**config.mk**
```make
export PLATFORM = sky130hd
export DESIGN_NAME = pic_control_logic
export DESIGN_NICKNAME = d
export VERILOG_FILES = /design/src/rtl/pic_pkg.sv /design/src/rtl/pic_wr_strobe.sv /design/src/rtl/pic_control_logic.sv
export SDC_FILE = /design/constraint.sdc
export NUM_CORES = 1
export LEC_CHECK = 0
export CAP_MARGIN = 40
export CORE_ASPECT_RATIO = 1.2
export CORE_MARGIN = 2
export CORE_UTILIZATION = 40
export CTS_BUF_LIST = sky130_fd_sc_hd__clkbuf_4 sky130_fd_sc_hd__clkbuf_8 sky130_fd_sc_hd__clkbuf_16
export CTS_CLUSTER_DIAMETER = 60
export DETAILED_ROUTE_END_ITERATION = 10
export PLACE_DENSITY_LB_ADDON = 0.25
export REMOVE_ABC_BUFFERS = 1
export SYNTH_ARGS = -nofsm -noshare
export SYNTH_HDL_FRONTEND = slang
export SYNTH_HIERARCHICAL = 1
export SYNTH_SLANG_ARGS = --single-unit
```
**constraint.sdc**
```tcl
create_clock -name clk -period 2.42 [get_ports clk]
set_input_delay 0.484 -clock clk [delete_from_list [all_inputs] [get_ports clk]]
set_output_delay 0.484 -clock clk [all_outputs]
set_load 0.01 [all_outputs]
```
**src/rtl/pic_pkg.sv**
```systemverilog
// Shared constants for the 8259 command decoder: FSM state codes, OCW2 command codes
// and data-bus bit positions used when decoding ICW/OCW writes.
package pic_pkg;

   // Initialisation / operating states
   localparam logic [2:0] ST_UNINIT = 3'd0;
   localparam logic [2:0] ST_ICW2   = 3'd1;
   localparam logic [2:0] ST_ICW3   = 3'd2;
   localparam logic [2:0] ST_ICW4   = 3'd3;
   localparam logic [2:0] ST_READY  = 3'd4;

   // OCW2 {R,SL,EOI} command codes
   localparam logic [2:0] OCW2_CLR_ROT_AEOI = 3'b000;
   localparam logic [2:0] OCW2_NSEOI        = 3'b001;
   localparam logic [2:0] OCW2_NOP          = 3'b010;
   localparam logic [2:0] OCW2_SEOI         = 3'b011;
   localparam logic [2:0] OCW2_SET_ROT_AEOI = 3'b100;
   localparam logic [2:0] OCW2_ROT_NSEOI    = 3'b101;
   localparam logic [2:0] OCW2_SET_PRIO     = 3'b110;
   localparam logic [2:0] OCW2_ROT_SEOI     = 3'b111;

   // Data-bus field positions
   localparam int D_ICW1_SEL = 4;
   localparam int D_OCW3_SEL = 3;
   localparam int D_LTIM     = 3;
   localparam int D_SNGL     = 1;
   localparam int D_IC4      = 0;
   localparam int D_AEOI     = 1;
   localparam int D_RR       = 1;
   localparam int D_RIS      = 0;
   localparam int D_POLL     = 2;

   typedef struct packed {
      logic       wev;
      logic       a0;
      logic [7:0] d;
   } wr_cap_t;

   function automatic logic is_icw1(input logic a0, input logic [7:0] d);
      return !a0 && d[D_ICW1_SEL];
   endfunction

endpackage

```
**src/rtl/pic_wr_strobe.sv**
```systemverilog
// CPU write capture: registers WR_n, holds CS_n/A0/data from the last low cycle and
// flags a single-cycle write event on the WR_n rising edge.
module pic_wr_strobe (
   input  logic       clk_i,
   input  logic       rst_i,
   input  logic       cs_n_i,
   input  logic       wr_n_i,
   input  logic       a0_i,
   input  logic [7:0] data_i,
   output logic       wev_o,
   output logic       a0_o,
   output logic [7:0] d_o
);
   import pic_pkg::*;

   logic       wr_q;
   logic       cs_n_q;
   logic       a0_q;
   logic [7:0] d_q;
   wr_cap_t    cap;

   always_ff @(posedge clk_i) begin
      if (rst_i) begin
         wr_q   <= 1'b1;
         cs_n_q <= 1'b1;
         a0_q   <= 1'b0;
         d_q    <= 8'h00;
      end else begin
         wr_q <= wr_n_i;
         // Bus values are frozen once WR_n goes high so the event cycle sees the last low sample
         if (!wr_n_i) begin
            cs_n_q <= cs_n_i;
            a0_q   <= a0_i;
            d_q    <= data_i;
         end
      end
   end

   always_comb begin
      cap.wev = !wr_q && wr_n_i && !cs_n_q;
      cap.a0  = a0_q;
      cap.d   = d_q;
   end

   assign wev_o = cap.wev;
   assign a0_o  = cap.a0;
   assign d_o   = cap.d;

endmodule

```
**src/rtl/pic_control_logic.sv**
```systemverilog
// 8259 command decoder: ICW1..ICW4 initialisation then OCW1/2/3 decode.
// Optional PIC_POLL_CMD_EN adds a one-cycle poll_req pulse on OCW3 with D2=1.
module pic_control_logic #(
   parameter logic [7:0] IMR_INIT = 8'h00,
   parameter logic [2:0] NOP_CMD  = 3'b010
) (
   input  logic       clk,
   input  logic       rst,
   input  logic       CS_n,
   input  logic       WR_n,
   input  logic       A0,
   input  logic [7:0] data_in,
   output logic [7:0] OCW1,
   output logic [4:0] VEC_ADD,
   output logic       LTIM,
   output logic       EOI_mode,
   output logic       read_mode,
   output logic [2:0] EOI_command,
   output logic [2:0] int_level,
   output logic       EOI_command_updated,
   output logic       sngl,
   output logic [7:0] icw3,
   output logic       init_done,
`ifdef PIC_POLL_CMD_EN
   output logic       poll_req,
`endif
   output logic [2:0] state_o
);
   import pic_pkg::*;

   logic       wev;
   logic       a0_cap;
   logic [7:0] d_cap;

   pic_wr_strobe u_wr_strobe (
      .clk_i  (clk),
      .rst_i  (rst),
      .cs_n_i (CS_n),
      .wr_n_i (WR_n),
      .a0_i   (A0),
      .data_i (data_in),
      .wev_o  (wev),
      .a0_o   (a0_cap),
      .d_o    (d_cap)
   );

   logic [2:0] state_q,     state_d;
   logic [7:0] ocw1_q,      ocw1_d;
   logic [4:0] vec_add_q,   vec_add_d;
   logic       ltim_q,      ltim_d;
   logic       eoi_mode_q,  eoi_mode_d;
   logic       read_mode_q, read_mode_d;
   logic [2:0] eoi_cmd_q,   eoi_cmd_d;
   logic [2:0] int_level_q, int_level_d;
   logic       eoi_upd_q,   eoi_upd_d;
   logic       sngl_q,      sngl_d;
   logic       ic4_q,       ic4_d;
   logic [7:0] icw3_q,      icw3_d;
   logic       poll_q,      poll_d;

   always_comb begin
      state_d     = state_q;
      ocw1_d      = ocw1_q;
      vec_add_d   = vec_add_q;
      ltim_d      = ltim_q;
      eoi_mode_d  = eoi_mode_q;
      read_mode_d = read_mode_q;
      eoi_cmd_d   = eoi_cmd_q;
      int_level_d = int_level_q;
      eoi_upd_d   = eoi_upd_q;
      sngl_d      = sngl_q;
      ic4_d       = ic4_q;
      icw3_d      = icw3_q;
      poll_d      = 1'b0;

      if (wev) begin
         // ICW1 restarts initialisation from any state
         if (is_icw1(a0_cap, d_cap)) begin
            ltim_d      = d_cap[D_LTIM];
            sngl_d      = d_cap[D_SNGL];
            ic4_d       = d_cap[D_IC4];
            ocw1_d      = IMR_INIT;
            read_mode_d = 1'b0;
            eoi_mode_d  = 1'b0;
            icw3_d      = 8'h00;
            state_d     = ST_ICW2;
         end else begin
            case (state_q)
               ST_ICW2: begin
                  if (a0_cap) begin
                     vec_add_d = d_cap[7:3];
                     if (!sngl_q)    state_d = ST_ICW3;
                     else if (ic4_q) state_d = ST_ICW4;
                     else            state_d = ST_READY;
                  end
               end
               ST_ICW3: begin
                  if (a0_cap) begin
                     icw3_d  = d_cap;
                     state_d = ic4_q ? ST_ICW4 : ST_READY;
                  end
               end
               ST_ICW4: begin
                  if (a0_cap) begin
                     eoi_mode_d = d_cap[D_AEOI];
                     state_d    = ST_READY;
                  end
               end
               ST_READY: begin
                  if (a0_cap) begin
                     ocw1_d = d_cap;
                  end else if (!d_cap[D_OCW3_SEL]) begin
                     eoi_cmd_d   = d_cap[7:5];
                     int_level_d = d_cap[2:0];
                     eoi_upd_d   = ~eoi_upd_q;
                  end else begin
                     if (d_cap[D_RR]) read_mode_d = d_cap[D_RIS];
`ifdef PIC_POLL_CMD_EN
                     poll_d = d_cap[D_POLL];
`endif
                  end
               end
               default: ;
            endcase
         end
      end
   end

   always_ff @(posedge clk) begin
      if (rst) begin
         state_q     <= ST_UNINIT;
         ocw1_q      <= IMR_INIT;
         vec_add_q   <= 5'd0;
         ltim_q      <= 1'b0;
         eoi_mode_q  <= 1'b0;
         read_mode_q <= 1'b0;
         eoi_cmd_q   <= NOP_CMD;
         int_level_q <= 3'd0;
         eoi_upd_q   <= 1'b0;
         sngl_q      <= 1'b0;
         ic4_q       <= 1'b0;
         icw3_q      <= 8'h00;
         poll_q      <= 1'b0;
      end else begin
         state_q     <= state_d;
         ocw1_q      <= ocw1_d;
         vec_add_q   <= vec_add_d;
         ltim_q      <= ltim_d;
         eoi_mode_q  <= eoi_mode_d;
         read_mode_q <= read_mode_d;
         eoi_cmd_q   <= eoi_cmd_d;
         int_level_q <= int_level_d;
         eoi_upd_q   <= eoi_upd_d;
         sngl_q      <= sngl_d;
         ic4_q       <= ic4_d;
         icw3_q      <= icw3_d;
         poll_q      <= poll_d;
      end
   end

   assign OCW1                = ocw1_q;
   assign VEC_ADD             = vec_add_q;
   assign LTIM                = ltim_q;
   assign EOI_mode            = eoi_mode_q;
   assign read_mode           = read_mode_q;
   assign EOI_command         = eoi_cmd_q;
   assign int_level           = int_level_q;
   assign EOI_command_updated = eoi_upd_q;
   assign sngl                = sngl_q;
   assign icw3                = icw3_q;
   assign init_done           = (state_q == ST_READY);
   assign state_o             = state_q;
`ifdef PIC_POLL_CMD_EN
   assign poll_req            = poll_q;
`else
   logic unused_poll;
   assign unused_poll = poll_q;
`endif

endmodule

```
-- Word-level counts from Yosys, hierarchy flattened
Cells that the tools add are included.
- bits in writable memories: 0
- flip-flop bits (word level): 47
- word-level logic and storage cells: 69
- output and inout bits: 36
- bits in latches: 0
- memory bits (read-only): 0
- memories kept: 0
- bits of input ports: 13
- muxes and demuxes: 20
- multiply operators: 0
- shifts and indexed selects: 0
- magnitude comparators: 0
- reductions and logical operators: 21
- div/mod/pow operators: 0
- equality and inequality tests: 8
- bitwise gates (word level): 4
- add/subtract/negate cells: 0
- operator list (cell ; number):
    two-way mux 8 bit ; 5
    two-way mux 3 bit ; 6
    AND reduction 5 bit ; 3
    nonzero test 2 bit ; 6
    inequality test 3 x 2 -> 1 bit, second input constant ; 3
    case mux 3 bit (3 select lines) ; 1
    AND reduction 3 bit ; 3
    two-way mux 1 bit ; 8
    == test 3 x 2 -> 1 bit, second input constant ; 2
    NOT 1 bit ; 4
    AND reduction 4 bit ; 1
    nonzero test 4 bit ; 1
    == test 3 x 1 -> 1 bit, second input constant ; 1
    == test 3 bit, second input constant ; 1
    logical AND 1 bit ; 3
    logical NOT 1 bit ; 3
    inequality test 2 bit, second input constant ; 1
    AND reduction 2 bit ; 1

-- Logic depth before layout (Yosys ltp)
Gate-level depths: netlist (run 1).
- depth after elaboration: 5
- depth in mapped cells: 6
- depth with buffers taken out: 5

-- Cells and area by module
The synthesis (run 1) kept the hierarchy.
- modules (own cells, without submodules) (module ; area an instance (µm²) ; cells an instance ; sequential area each (µm²) ; times used):
    pic_control_logic ; 1488.9 ; 146 ; 720.7 ; 1
    pic_wr_strobe ; 394.1 ; 35 ; 220.2 ; 1

-- Least setup slack after synthesis (run 1)
No wires, ideal clock.
- kind: input to register
- start point: input port WR_n
- end point: register vec_add_q[0], in the netlist VEC_ADD[0]
- arrival time: 1.718 ns
- stages on the path: 6
- slack: 0.575 ns
- setup time: 0.128 ns
- data required time: 2.292 ns
- path buffers: 1
- path through: buf_6 -> nor3b_2 -> nand2_1 -> nor4_4 -> mux2i_1 -> nor2_1
- word-level cells in the longest chain between the ends: 3
- RTL lines (item ; RTL line ; RTL):
    start: declaration ; pic_control_logic.sv:10 ; input logic WR_n,
    logical AND 1 bit (2 in a row) ; pic_wr_strobe.sv:40 ; cap.wev = !wr_q && wr_n_i && !cs_n_q;
    via wev ; pic_control_logic.sv:31 ; logic wev;
    AND reduction 4 bit (no line) ; -- ;
    end signal: assignment ; pic_control_logic.sv:147 ; vec_add_q <= vec_add_d;
    end: declaration ; pic_control_logic.sv:49 ; logic [4:0] vec_add_q, vec_add_d;
The timed path passes the listed nets, and every way through them passes these cells.
A chain may end at the register's enable or synchronous reset.

-- Worst setup path after layout (run 1)
- start point: register state_q[0], in the netlist state_o[0]
- end point: output port init_done
- word-level cells in the longest chain between the ends: 1
- RTL lines (item ; RTL line ; RTL):
    start: declaration ; pic_control_logic.sv:47 ; logic [2:0] state_q, state_d;
    start signal: assignment ; pic_control_logic.sv:145 ; state_q <= state_d;
    == test 3 bit ; pic_control_logic.sv:171 ; assign init_done = (state_q == ST_READY);
    end: declaration ; pic_control_logic.sv:23 ; output logic init_done,
No other way between the ends.

==> flow_metrics.py, run 1 <==
metrics = {
    "status": {
        "status": "finished clean",
    },
    "timing": {
        "hold_viol": 0,
        "setup_tns_ns": 0,
        "rsz0062_at_grt": "no",
        "finalSetupViolations": 0,
        "post-route-period-util_pct": 87.68,
        "max_freq_ghz": 0.4713,
        "tightest_slew_ns": 0.5656,
        "clock_skew_ns": 0.005288,
        "slew_violations": 0,
        "min_period_ns": 2.122,
        "slew_headroom_pct": 62.22,
    },
    "power_and_ir_drop": {
        "p_per_area_nw_per_um2": 600.4,
        "peakVddDrop_mv": 0.3203,
        "p_leak_nw": 0.9876,
    },
    "global_route": {
        "grtUsageTotal_pct": 17.80,
        "antenna_found_initial": 0,
        "grt_pass1_vias": 1446,
        "grt_max_degree": 23,
        "overflow": 0,
        "grt_pass1_wl_mm": 7.017,
    },
    "logic_synthesis": {
        "synthFlopType": "dfxtp_1",
        "synth_area_leaders": "dfxtp_1 50%, mux2i_1 11%, a22o_1 5.6%",
        "synthArstFlopShare_pct": 0,
        "synth.largest_area_cell": "dfxtp_1",
        "postSynthRegisterBits": 47,
        "synth_edf_count": 0,
        "synth_area_sq_um": 1883,
        "synthCells": 181,
        "ys_seq_area_share_pct": 49.97,
        "yosysWarnings": 6,
        "synth_cell_types": 40,
        "synth_top_area_share_pct": 49.97,
        "synth.avg_cell_area_sq_um": 10.40,
    },
    "cells_and_area": {
        "ff_latch_area_sq_um": 940.9,
        "nNetsFinal": 248,
        "fillCellCount": 417,
        "diodes": 0,
        "syn_to_final_growth_pct": 37.34,
        "drive_gt1_share_pct": 13.14,
        "multi_input_area_sq_um": 884.6,
        "fin_area_sq_um": 2586,
    },
    "clocking": {
        "cts_made_buffers": 5,
        "cts_max_path_buffers": 2,
        "cts-root-buf": "clkbuf_8",
        "cts_setup_buffers": 0,
        "ctsHoldBuffers": 0,
        "clk_latency_ns": 0.30,
        "clk_pin_slew_worst_paths_ns": 0.09,
        "cts_max_level": 2,
        "cts_tree": "done",
        "cts.sinks": 47,
        "ctsResizeCount": 0,
    },
    "place": {
        "place_hpwl_mm": 3.143,
        "dpl_cell_area_sq_um": 2450,
        "gp_congestion": 0.9161,
        "numPortBuffers": 48,
    },
    "critical_path": {
        "critical_path.cell_chain": "nor3b_4 > clkdlybuf4s50_1",
        "startpoint_type": "flip-flop",
        "r2r_setup_slack_ns": 0.65,
        "crit_slowest_cell": "clkdlybuf4s50_1",
        "arrival_ns": 1.64,
        "crit_type": "flip-flop to output port",
        "required_ns": 1.94,
        "worst-path-buf-inv": 1,
        "crit_fanout": 10,
        "cpPeakStageDelay_ns": 0.59,
        "path_delay_family": "buffers and inverters",
        "crit_path_end_kind": "output port",
    },
    "floorplanning": {
        "ios": 49,
        "die_h_microns": 79.16,
        "rows": 27,
        "start_util_pct": 41.29,
        "fp.dieArea_sq_um": 5275,
        "die_width_microns": 66.64,
        "core_area_sq_um": 4561,
    },
    "routing": {
        "drc": 0,
        "drt-total-wl_mm": 4.388,
        "drt-initial-drc-count": 80,
        "wire_per_inst_microns": 14.93,
        "dr.pass1.iters": 4,
        "vias_per_cell": 5.197,
        "drt.antenna.violating_nets": 0,
        "route.vias.total": 1528,
    },
    "worst_hold_path": {
        "hold_path_class": "flip-flop to flip-flop",
    },
    "run": {
        "maxCapViolCount": 0,
    },
}
-- state kept, by name (all words and copies together) (netlist names) --
register	flops
int_level	3
icw3	8
u_wr_strobe/a0_o	1
u_wr_strobe/d_o	8
EOI_mode	1
state_o	3
OCW1	8
u_wr_strobe/cs_n_q	1
EOI_command	3
LTIM	1
ic4_q	1
VEC_ADD	5
EOI_command_updated	1
sngl	1
u_wr_strobe/wr_q	1
read_mode	1
-- worst paths after layout --
kind | start | endpoint | cells after the start
max reg2reg | u_wr_strobe/d_o[4] | OCW1[0] | 4
max | state_o[0] | init_done | 2
min reg2reg | icw3[1] | icw3[1] | 1
min | icw3[1] | icw3[1] | 1
-- metrics by stage --
stage               util [%]  hold slack [ns]  total power, W  worst slack (ns)  instances
floorplan                  -           0.4483       0.0008457            0.3687        171
global placement       53.72           0.4584       0.0008979            0.2349        286
detailed placement     53.72           0.4649       0.0008987            0.2129        286
CTS                    56.71           0.4865        0.001562            0.2785        294
global route           56.71           0.5019        0.001602            0.2295        294
finish                 56.71           0.4812        0.001553            0.2981        294
-- cell usage in the layout, fill, tap and decap left out, drive strengths merged, types with 2 or more instances in the layout --
| cell | Yosys | routed |
|---|---|---|
| o21ai | 5 | 5 |
| nand3 | 4 | 4 |
| nand2b | 2 | 2 |
| or2 | 2 | 2 |
| clkbuf | 4 | 5 |
| bufinv | 0 | 2 |
| nand2 | 6 | 6 |
| clkdlybuf4s50 | 0 | 48 |
| nor3b | 2 | 2 |
| nor2 | 27 | 27 |
| a21o | 5 | 5 |
| a22o | 12 | 12 |
| mux2i | 21 | 21 |
| dfxtp | 47 | 47 |
| a2111oi | 2 | 2 |
| and2b | 2 | 2 |
| nand4b | 2 | 2 |
| nor4 | 3 | 3 |
| or2b | 2 | 2 |
| nor2b | 5 | 5 |
| a21oi | 6 | 6 |
| nor3 | 4 | 4 |
| buf | 6 | 9 |
-- worst register-to-register path, delay by kind of cell, from the launching register on --
family          cells  cell delay (ns)
compound gates      2             0.56
simple gates        2             0.64
flops               1             0.47
-- report_power, final --
group | leakage (nW) | internal, W | switching, W
combinational | 0.542 | 0.0000404 | 0.0000384
sequential | 0.381 | 0.000784 | 0.0000176
clock | 0.0644 | 0.000412 | 0.000261
total | 0.988 | 0.00124 | 0.000317
-- cell usage after synthesis (all sizes together) (2+ instances only) --
library cell,number
a22o,12
nand3,4
nor2,27
o21ai,5
a21o,5
or2b,2
nor3,4
nand2,6
nor4,3
buf,6
and2b,2
dfxtp,47
nor3b,2
nand2b,2
a21oi,6
a2111oi,2
nand4b,2
mux2i,21
or2,2
clkbuf,4
nor2b,5
-- logic make-up (layout without fill, tap and decap cells) --
group                     Yosys count  count (layout)  share of synthesized area [%]
DFF                                47              47                          49.97
and+or+nand+nor                    64              64                          20.20
xor gates and xnor gates            1               1                         0.4652
muxes                              21              21                          11.16
AOI/OAI and AO/OA                  37              37                          15.15
buffers and inverters              11              66                          3.056
-- metal layers --
layer	track usage [%]	routed length, microns	vias to the layer above
li1	-	-	760
met1	22.57	2059	732
met2	28.50	2134	30
met3	4.816	135	6
met4	6.939	59	0
met5	0	0	-
-- cell type report --
type | count | area share [%]
clock inverter | 3 | 2.612
clock buffer | 5 | 2.661
timing repair buffer | 57 | 21.19
tap | 58 | 2.806
inverter | 1 | 0.1451
multi-input combinational | 123 | 34.20
sequential | 47 | 36.38
(Power assumes the default switching activity.)
==> run 2, diff against run 1 <==
- SYNTH_HIERARCHICAL: 1 -> default
==> run 2 against run 1 <==
Against the previous run: global-route usage up 0.63 points; clock skew about the same; first-iteration DRC count down 56%; combinational power down 3.9%; count of clock-buffer cells in the layout up 2; sequential power about the same; largest cell class unchanged; highest routed layer unchanged; critical endpoint unchanged.
==> flow_metrics.py, run 2 <==
metrics = {
    "power_and_ir_drop": {
        "p_per_area_nw_per_um2": 536.8,
        "total_power_w": 0.001359,
        "p_leak_nw": 0.9636,
        "peakVddDrop_mv": 0.3400,
    },
    "routing": {
        "wl_met1_mm": 2.035,
        "wl_met2_mm": 2.148,
        "wire_per_inst_microns": 14.21,
        "wl_met3_microns": 259,
        "drc": 0,
        "dr.pass1.iters": 4,
        "vias_per_cell": 5.259,
        "dr.max_layer_used": "met4",
        "drt.antenna.violating_nets": 0,
        "route.vias.total": 1667,
        "drt-total-wl_mm": 4.505,
        "drt-initial-drc-count": 35,
    },
    "cells_and_area": {
        "syn_to_final_growth_pct": 35.14,
        "diodes": 0,
        "drive_gt1_share_pct": 7.722,
        "multi_input_area_sq_um": 865.8,
        "mostFrequentLayoutCell": "clkdlybuf4s50_1",
        "final_cell_mix": "48 x clkdlybuf4s50_1, 47 x dfxtp_1, 32 x nor2_1",
        "fillCellCount": 439,
        "nNetsFinal": 271,
        "ff_latch_area_sq_um": 940.9,
    },
    "clocking": {
        "clk_latency_ns": 0.30,
        "cts-root-buf": "clkbuf_8",
        "cts_tree": "done",
        "cts_made_buffers": 5,
        "cts_max_path_buffers": 2,
        "ctsResizeCount": 0,
        "ctsHoldBuffers": 0,
        "cts.sinks": 47,
        "clk_pin_slew_worst_paths_ns": 0.08,
        "cts_max_level": 2,
        "cts_setup_buffers": 0,
    },
    "logic_synthesis": {
        "ys_seq_area_share_pct": 50.23,
        "yosysWarnings": 0,
        "synth_top_area_share_pct": 50.23,
        "synth.largest_area_cell": "dfxtp_1",
        "synth_cell_types": 35,
        "synth.avg_cell_area_sq_um": 9.005,
        "synth_area_sq_um": 1873,
        "post-synth-top-count-cell": "dfxtp_1",
        "synth_area_leaders": "dfxtp_1 50%, mux2i_1 10%, nor2_1 6.4%",
        "postSynthRegisterBits": 47,
        "synthArstFlopShare_pct": 0,
        "synthCells": 208,
        "synthFlopType": "dfxtp_1",
        "synth_edf_count": 0,
        "synth_common_cells": "47 x dfxtp_1, 32 x nor2_1, 19 x mux2i_1",
    },
    "floorplanning": {
        "die_h_microns": 78.96,
        "die_width_microns": 66.47,
        "fp.dieArea_sq_um": 5248,
        "rows": 27,
        "start_util_pct": 41.07,
        "core_area_sq_um": 4561,
        "ios": 49,
    },
    "global_route": {
        "overflow": 0,
        "grt_max_degree": 26,
        "grtUsageTotal_pct": 18.43,
        "grt_pass1_vias": 1553,
        "grt_pass1_wl_mm": 7.486,
        "antenna_found_initial": 0,
    },
    "timing": {
        "max_freq_ghz": 0.4664,
        "setup_tns_ns": 0,
        "post-route-period-util_pct": 88.60,
        "tightest_slew_ns": 0.6317,
        "rsz0062_at_grt": "no",
        "slew_headroom_pct": 57.61,
        "clock_skew_ns": 0.005231,
        "hold_viol": 0,
        "slew_violations": 0,
        "finalSetupViolations": 0,
        "min_period_ns": 2.144,
    },
    "worst_hold_path": {
        "hold_depth": 2,
        "hold_path_class": "flip-flop to flip-flop",
    },
    "critical_path": {
        "required_ns": 1.94,
        "arrival_ns": 1.66,
        "crit_type": "flip-flop to output port",
        "startpoint_type": "flip-flop",
        "crit_path_end_kind": "output port",
        "crit_fanout": 8,
        "rr_worst_depth": 4,
    },
    "run": {
        "maxCapViolCount": 0,
    },
    "place": {
        "numPortBuffers": 48,
        "place_hpwl_mm": 3.114,
        "gp_congestion": 0.8512,
    },
    "status": {
        "status": "finished clean",
    },
}
run 2: cell types whose count changed in the layout (fill, tap and decap cells not counted), moves of 5 or more:
cell / change
a21oi_1: +12
a22o_1: -11
a22oi_1: +8
nand2_1: +8
nand3_1: +8
o21ai_1: +6
nor2_1: +5
o21ai_0: -5
run 2: stage by stage:
stage | util, % | instances | worst slack, ns | area (sq um) | hold WS [ns]
floorplan | - | 193 | 0.2034 | 1814 | 0.4554
global placement | 53.55 | 309 | 0.1009 | 2442 | 0.4458
detailed placement | 53.55 | 309 | 0.03812 | 2442 | 0.4533
CTS | 55.50 | 317 | 0.2600 | 2531 | 0.4651
global route | 55.50 | 317 | 0.1759 | 2531 | 0.4954
finish | 55.50 | 317 | 0.2759 | 2531 | 0.4613
run 2: layout make-up:
cell class              instances  area share [%]
inverters                       2          0.2966
clock inverters                 1          0.1977
repair buffers                 58           21.95
clock buffers                   7           3.312
well taps                      58           2.867
multi-input cells             144           34.21
flip-flops and latches         47           37.17
run 2: where the power goes:
group | switching, W | leakage (nW) | internal (W) | total (W)
clock | 0.000256 | 0.0491 | 0.000226 | 0.000481
sequential | 0.0000182 | 0.381 | 0.000784 | 0.000802
combinational | 0.0000366 | 0.534 | 0.0000390 | 0.0000756
run 2: final timing paths:
check                                        start          to  slack (ns)
worst max register to register  u_wr_strobe.cs_n_q  VEC_ADD[3]        0.66
worst min register to register                LTIM        LTIM        0.46
worst max-delay path                    state_o[2]   init_done        0.28
worst min-delay path                          LTIM        LTIM        0.46
run 2: critical path, stage by stage, from the launching register on:
cell             delay [ns]
dfxtp_1                0.45
nor3b_1                0.22
buf_4                  0.17
clkdlybuf4s50_1        0.53
run 2: layer usage:
metal | up-vias | GRT usage, %
met2 | 47 | 28.80
met5 | - | 0
li1 | 821 | -
met1 | 794 | 24.24
met3 | 5 | 5.099
met4 | 0 | 6.531
run 2: cell families after synthesis:
group / synth area share (%)
and+or+nand+nor: 22.11
DFF: 50.23
AOI/OAI and AO/OA: 12.89
muxes: 10.75
buffers and inverters: 3.540
xor gates and xnor gates: 0.4677
